<file path="config.mk">
export PLATFORM = sky130hd
export DESIGN_NAME = aes_uart_ctrl
export DESIGN_NICKNAME = d
export VERILOG_FILES = /design/src/rtl/aes_uart_ctrl.sv
export SDC_FILE = /design/constraint.sdc
export NUM_CORES = 1
export LEC_CHECK = 0
export CORE_ASPECT_RATIO = 0.6
export CORE_MARGIN = 5
export CORE_UTILIZATION = 45
export DETAILED_ROUTE_END_ITERATION = 8
export PLACE_DENSITY = 0.7
export SLEW_MARGIN = 20
export SYNTH_ARGS = -nofsm -noshare
export SYNTH_HDL_FRONTEND = slang
export SYNTH_SLANG_ARGS = --single-unit
</file>
<file path="constraint.sdc">
create_clock -name clk -period 5.2 [get_ports clk]
set_input_delay 1.04 -clock clk [delete_from_list [all_inputs] [get_ports clk]]
set_output_delay 1.04 -clock clk [all_outputs]
set_load 0.02 [all_outputs]
</file>
<file path="src/rtl/aes_uart_ctrl.sv">
// UART-to-AES bridge: gathers a 16-byte key and a 16-byte plaintext from the RX stream, starts the core, and streams the 16-byte cipher to TX.
// Optional build macro AES_CTRL_KEY_HOLD_EN adds a header state ('K' new key, 'P' reuse the stored key).
module aes_uart_ctrl #(
    parameter int unsigned LATENCY = 16
) (
    input  logic         clk,
    input  logic         reset,
    input  logic [7:0]   rx_data,
    input  logic         rx_valid,
    output logic [7:0]   tx_data,
    output logic         tx_valid,
    input  logic         tx_ready,
    output logic [127:0] aes_key,
    output logic [127:0] aes_plaintext,
    output logic         aes_enable,
    input  logic [127:0] aes_cypher,
    output logic         busy,
    output logic         done,
    output logic         rx_overrun
);

    typedef enum logic [2:0] {
        ST_LOAD_KEY = 3'd0,
        ST_LOAD_PT  = 3'd1,
        ST_START    = 3'd2,
        ST_WAIT     = 3'd3,
        ST_SEND     = 3'd4
`ifdef AES_CTRL_KEY_HOLD_EN
        , ST_HDR    = 3'd5
`endif
    } state_e;

`ifdef AES_CTRL_KEY_HOLD_EN
    localparam state_e ST_HOME = ST_HDR;
`else
    localparam state_e ST_HOME = ST_LOAD_KEY;
`endif

    localparam logic [7:0] LAT_C   = 8'(LATENCY);
    localparam logic [7:0] HDR_KEY = 8'h4B;
    localparam logic [7:0] HDR_PT  = 8'h50;

    state_e       state_q, state_d;
    logic [3:0]   cnt_q, cnt_d;
    logic [127:0] key_q, key_d;
    logic [127:0] pt_q, pt_d;
    logic [127:0] out_q, out_d;
    logic [7:0]   wait_q, wait_d;
    logic         tx_valid_q, tx_valid_d;
    logic         done_q, done_d;
    logic         ovr_q, ovr_d;
    logic         en_q, en_d;
    logic         busy_q, busy_d;
    logic         cnt_last_s;
`ifdef AES_CTRL_KEY_HOLD_EN
    logic         key_valid_q, key_valid_d;
`endif

    assign cnt_last_s = (cnt_q == 4'd15);

    // Next-state and datapath decisions for the frame sequencer
    always_comb begin
        state_d = state_q;
        cnt_d   = cnt_q;
        key_d   = key_q;
        pt_d    = pt_q;
        out_d   = out_q;
        wait_d  = wait_q;
        done_d  = 1'b0;
        ovr_d   = 1'b0;
`ifdef AES_CTRL_KEY_HOLD_EN
        key_valid_d = key_valid_q;
`endif
        case (state_q)
`ifdef AES_CTRL_KEY_HOLD_EN
            ST_HDR: begin
                if (rx_valid && (rx_data == HDR_KEY)) begin
                    state_d = ST_LOAD_KEY;
                    cnt_d   = 4'd0;
                end else if (rx_valid && (rx_data == HDR_PT) && key_valid_q) begin
                    state_d = ST_LOAD_PT;
                    cnt_d   = 4'd0;
                end else begin
                    state_d = ST_HDR;
                end
            end
`endif
            ST_LOAD_KEY: begin
                if (rx_valid) begin
                    key_d = {key_q[119:0], rx_data};
                    if (cnt_last_s) begin
                        cnt_d   = 4'd0;
                        state_d = ST_LOAD_PT;
`ifdef AES_CTRL_KEY_HOLD_EN
                        key_valid_d = 1'b1;
`endif
                    end else begin
                        cnt_d = cnt_q + 4'd1;
                    end
                end else begin
                    state_d = ST_LOAD_KEY;
                end
            end
            ST_LOAD_PT: begin
                if (rx_valid) begin
                    pt_d = {pt_q[119:0], rx_data};
                    if (cnt_last_s) begin
                        cnt_d   = 4'd0;
                        state_d = ST_START;
                    end else begin
                        cnt_d = cnt_q + 4'd1;
                    end
                end else begin
                    state_d = ST_LOAD_PT;
                end
            end
            ST_START: begin
                ovr_d   = rx_valid;
                wait_d  = 8'd1;
                state_d = ST_WAIT;
            end
            ST_WAIT: begin
                // wait_q numbers the WAIT cycles; the last one is START+LATENCY
                ovr_d = rx_valid;
                if (wait_q == LAT_C) begin
                    out_d   = aes_cypher;
                    cnt_d   = 4'd0;
                    state_d = ST_SEND;
                end else begin
                    wait_d = wait_q + 8'd1;
                end
            end
            ST_SEND: begin
                ovr_d = rx_valid;
                if (tx_valid_q && tx_ready) begin
                    out_d = {out_q[119:0], 8'h00};
                    if (cnt_last_s) begin
                        cnt_d   = 4'd0;
                        done_d  = 1'b1;
                        state_d = ST_HOME;
                    end else begin
                        cnt_d = cnt_q + 4'd1;
                    end
                end else begin
                    state_d = ST_SEND;
                end
            end
            default: begin
                state_d = ST_HOME;
                cnt_d   = 4'd0;
            end
        endcase
    end

    // Registered status outputs are decoded from the upcoming state
    always_comb begin
        en_d       = (state_d == ST_START);
        tx_valid_d = (state_d == ST_SEND);
        busy_d     = (state_d == ST_START) || (state_d == ST_WAIT) || (state_d == ST_SEND);
    end

    // State and datapath registers
    always_ff @(posedge clk or negedge reset) begin
        if (!reset) begin
            state_q    <= ST_HOME;
            cnt_q      <= 4'd0;
            key_q      <= 128'd0;
            pt_q       <= 128'd0;
            out_q      <= 128'd0;
            wait_q     <= 8'd0;
            tx_valid_q <= 1'b0;
            done_q     <= 1'b0;
            ovr_q      <= 1'b0;
            en_q       <= 1'b0;
            busy_q     <= 1'b0;
`ifdef AES_CTRL_KEY_HOLD_EN
            key_valid_q <= 1'b0;
`endif
        end else begin
            state_q    <= state_d;
            cnt_q      <= cnt_d;
            key_q      <= key_d;
            pt_q       <= pt_d;
            out_q      <= out_d;
            wait_q     <= wait_d;
            tx_valid_q <= tx_valid_d;
            done_q     <= done_d;
            ovr_q      <= ovr_d;
            en_q       <= en_d;
            busy_q     <= busy_d;
`ifdef AES_CTRL_KEY_HOLD_EN
            key_valid_q <= key_valid_d;
`endif
        end
    end

    assign aes_key       = key_q;
    assign aes_plaintext = pt_q;
    assign aes_enable    = en_q;
    assign tx_data       = out_q[127:120];
    assign tx_valid      = tx_valid_q;
    assign busy          = busy_q;
    assign done          = done_q;
    assign rx_overrun    = ovr_q;

endmodule

</file>
==> results by group <==
Final layout
  – Most frequent cells in the layout: 407 x clkdlybuf4s50_1, 404 x dfrtp_1, 395 x nand2_1
  – Area growth, synth to finish: 31.9%
  – Post-Route Utilization: about three fifths
  – Share of cells above drive strength 1: approximately 26%
  – Fillers: between 3000 and 4000
  – Final Net Count: approximately 1900
  – Commonest non-fill, non-tap cell in the layout: clkdlybuf4s50_1

Detailed routing
  – DRT antenna net count: 0
  – Drt total wl: 44.8 mm
  – WL/cell: 19.9 um
  – Routed vias/inst: 4.93
  – First-pass iteration count of the detailed router: 5
  – Drt initial violations: between 700 and 800
  – Vias: 11100
  – Drc violations: 0

Clock network
  – Clock sinks: 404
  – Worst skew pair latency: 530 ps
  – Post-CTS Setup Repair Bufs: 0
  – Root Buffer: clkbuf_16
  – CTS tree: yes
  – Clock Tree Buf Depth: 3
  – TritonCTS buffer count: 39
  – CTS resizes: 0
  – H-tree depth: 2
  – Hold buffers post-CTS: 0
  – Clock slew at reported path FFs: 60 ps

Placement
  – # port buffers: 408
  – Pre-CTS WS: 1920 ps
  – Routability cong.: 0.825
  – Post-detail-place hpwl: 31.1 mm

Pwr
  – Sw Pwr: 4.18 mW
  – Seq pwr share: 39.5%
  – P per Cell Area: 523 mW/mm^2
  – Leakage: roughly 11 nW
  – Sw Share: 34.9%
  – Clk pwr share: 23.8%
  – Cell Int Power: 7.80 mW
  – Maximum VDD drop: approximately 400 uV
  – Gate power share: 36.6%

Critical path
  – Worst Setup Start Kind: flip-flop
  – CP Class: flip-flop to flip-flop
  – CP required: between 5000 and 6000 ps
  – Crit-path max cell delay: 650 ps
  – Cell Chain, Critical Path: nor2_1 -> and2_4 -> buf_4 -> mux2_2 -> mux2_4
  – Crit-path max FO: 56
  – Slowest-stage cell, CP: and2_4
  – Crit. End Element: flip-flop
  – Critical path arrival: 3210 ps

Timing
  – Rel. slew slack: 34.3%
  – Peak Freq: 358 MHz
  – Slew Limit Fails: 0
  – PnR worst setup slack: 2400 ps
  – Measured slew at the worst slew-check pin: 982 ps
  – Tcrit/Tclk final: a little over half
  – Unrepaired setup endpoints after global routing: false
  – Final min period: 2800 ps
  – Count of final setup violators: 0
  – Fin Setup TNS: 0 ps
  – Fin. Hold Viols: 0
  – Final Skew: 20.6 ps

GRT
  – Busiest grt layer: met2
  – M2 GR Usage: 33.0%
  – Total GRT Usage: roughly a fifth
  – Largest net degree at the start of global routing: 166
  – First-pass GRT wire length: 69.5 mm
  – Met1 Use GR: between 20% and 30%
  – Gr ovfl total: 0
  – GRT met3 Usage: around 5.0%
  – Vias in the first global route: 11600
  – Initial antenna violation count: 5

Die
  – Chip width: about 260 um
  – Core area: 0.0379 mm^2
  – Die area: 0.0427 mm^2
  – Initial Util: 45.8%
  – Die height: approximately 160 um
  – Rows: 55
  – # IOs: 409

Min path
  – HP Class: input port to async pin

Yosys
  – Sequential element share of the synthesized area: 58.2%
  – Main flop type after synthesis: dfrtp_1
  – FFs w/ async S/R, synth: 100%
  – Warnings, synthesis: 0
  – Avg Cell Area, Syn: 13.0 um^2
  – Post-synthesis instance area: ~0.017 mm^2
  – Netlist cell types: between 40 and 50
  – #FFs+latches synth: 404
  – Mapped Cells: 1333
  – Post-synth EDFFs: 0
  – Syn Nets: 1476

Flow run
  – Maxcap violations: 0

Outcome
  – Status: completed
registers in the layout (all words and copies together), names as in the netlist:
register	cells
aes_key	128
aes_plaintext	128
out_q	128
wait_q	8
cnt_q	4
state_q	3
aes_enable	1
busy	1
done	1
rx_overrun	1
tx_valid	1
power groups by stage:
stage	registers, mW	clock network (mW)	logic [mW]
2_1_floorplan	5.58	0	1.33
3_3_place_gp	4.74	0	4.38
3_5_place_dp	4.79	0	4.43
4_1_cts	4.74	2.95	4.45
5_1_grt	4.88	3.09	4.66
6_report	4.74	2.86	4.39
cells by family (layout without fill, tap and decap cells):
family	after synthesis	after routing	share of synthesized area (%)
buf+inv	88	489	3.81
flops	404	404	58.2
simple gates	434	434	10.0
xor+xnor	6	6	0.303
compound gates	26	26	1.18
fa+ha+maj	3	3	0.216
other cells	0	4	0
mux	372	372	26.3
final cells by class:
type                            instances  area, um^2  share of cell area, %
Sequential cell                       404       10100                   44.2
Multi-Input combinational cell        841        6610                   28.9
Timing Repair Buffer                  420        4240                   18.5
Clock buffer                           54        1130                   4.96
Tap cell                              513         642                   2.80
Clock inverter                         10         131                  0.574
Inverter                                5        18.8                 0.0820
Antenna cell                            4        10.0                 0.0437
layer usage:
layer / vias up / part of all wire [%]
met5: - / 0.029
met4: 2 / 2.4
met3: 62 / 4.9
met2: 230 / 48
met1: 5586 / 45
li1: 5219 / -
worst paths after layout:
check                                    from  cells after the start  slack, ps            endpoint
max                                state_q[0]                      5       2400           out_q[41]
max reg2reg                        state_q[0]                      5       2400           out_q[41]
min in group clk           aes_plaintext[121]                      2        480  aes_plaintext[121]
min reg2reg                aes_plaintext[121]                      2        480  aes_plaintext[121]
min                                     reset                      1        370  aes_plaintext[112]
max in group asynchronous               reset                      2       3550          aes_key[7]
Yosys cell counts, types with 5 or more instances:
cell	number	share of area [%]
buf_12	11	1.3
mux2_4	100	8.6
a22o_1	10	0.50
dfrtp_1	404	58
nor2_1	10	0.22
buf_2	32	0.92
nand2_1	395	8.5
mux2_2	268	17
buf_6	10	0.65
buf_4	10	0.43
xnor2_1	5	0.25
nand3_1	5	0.14
inv_1	5	0.11
clkbuf_1	18	0.39
critical path, delay by kind of cell (launching register included):
kind / cells / cell delay (ps)
simple gates: 2 / 880
buf+inv: 1 / 530
mux: 2 / 680
flops: 1 / 520
per-stage QoR:
stage	power, mW	hold slack, ps	instance area [um^2]	std cells
global route	12.6	373	22900	2251
floorplan	6.91	461	17400	1333
finish	12.0	373	22900	2251
CTS	12.1	362	22900	2247
detailed placement	9.22	468	21600	2183
global placement	9.11	457	21600	2183
Power figures use the tool's default switching activity.
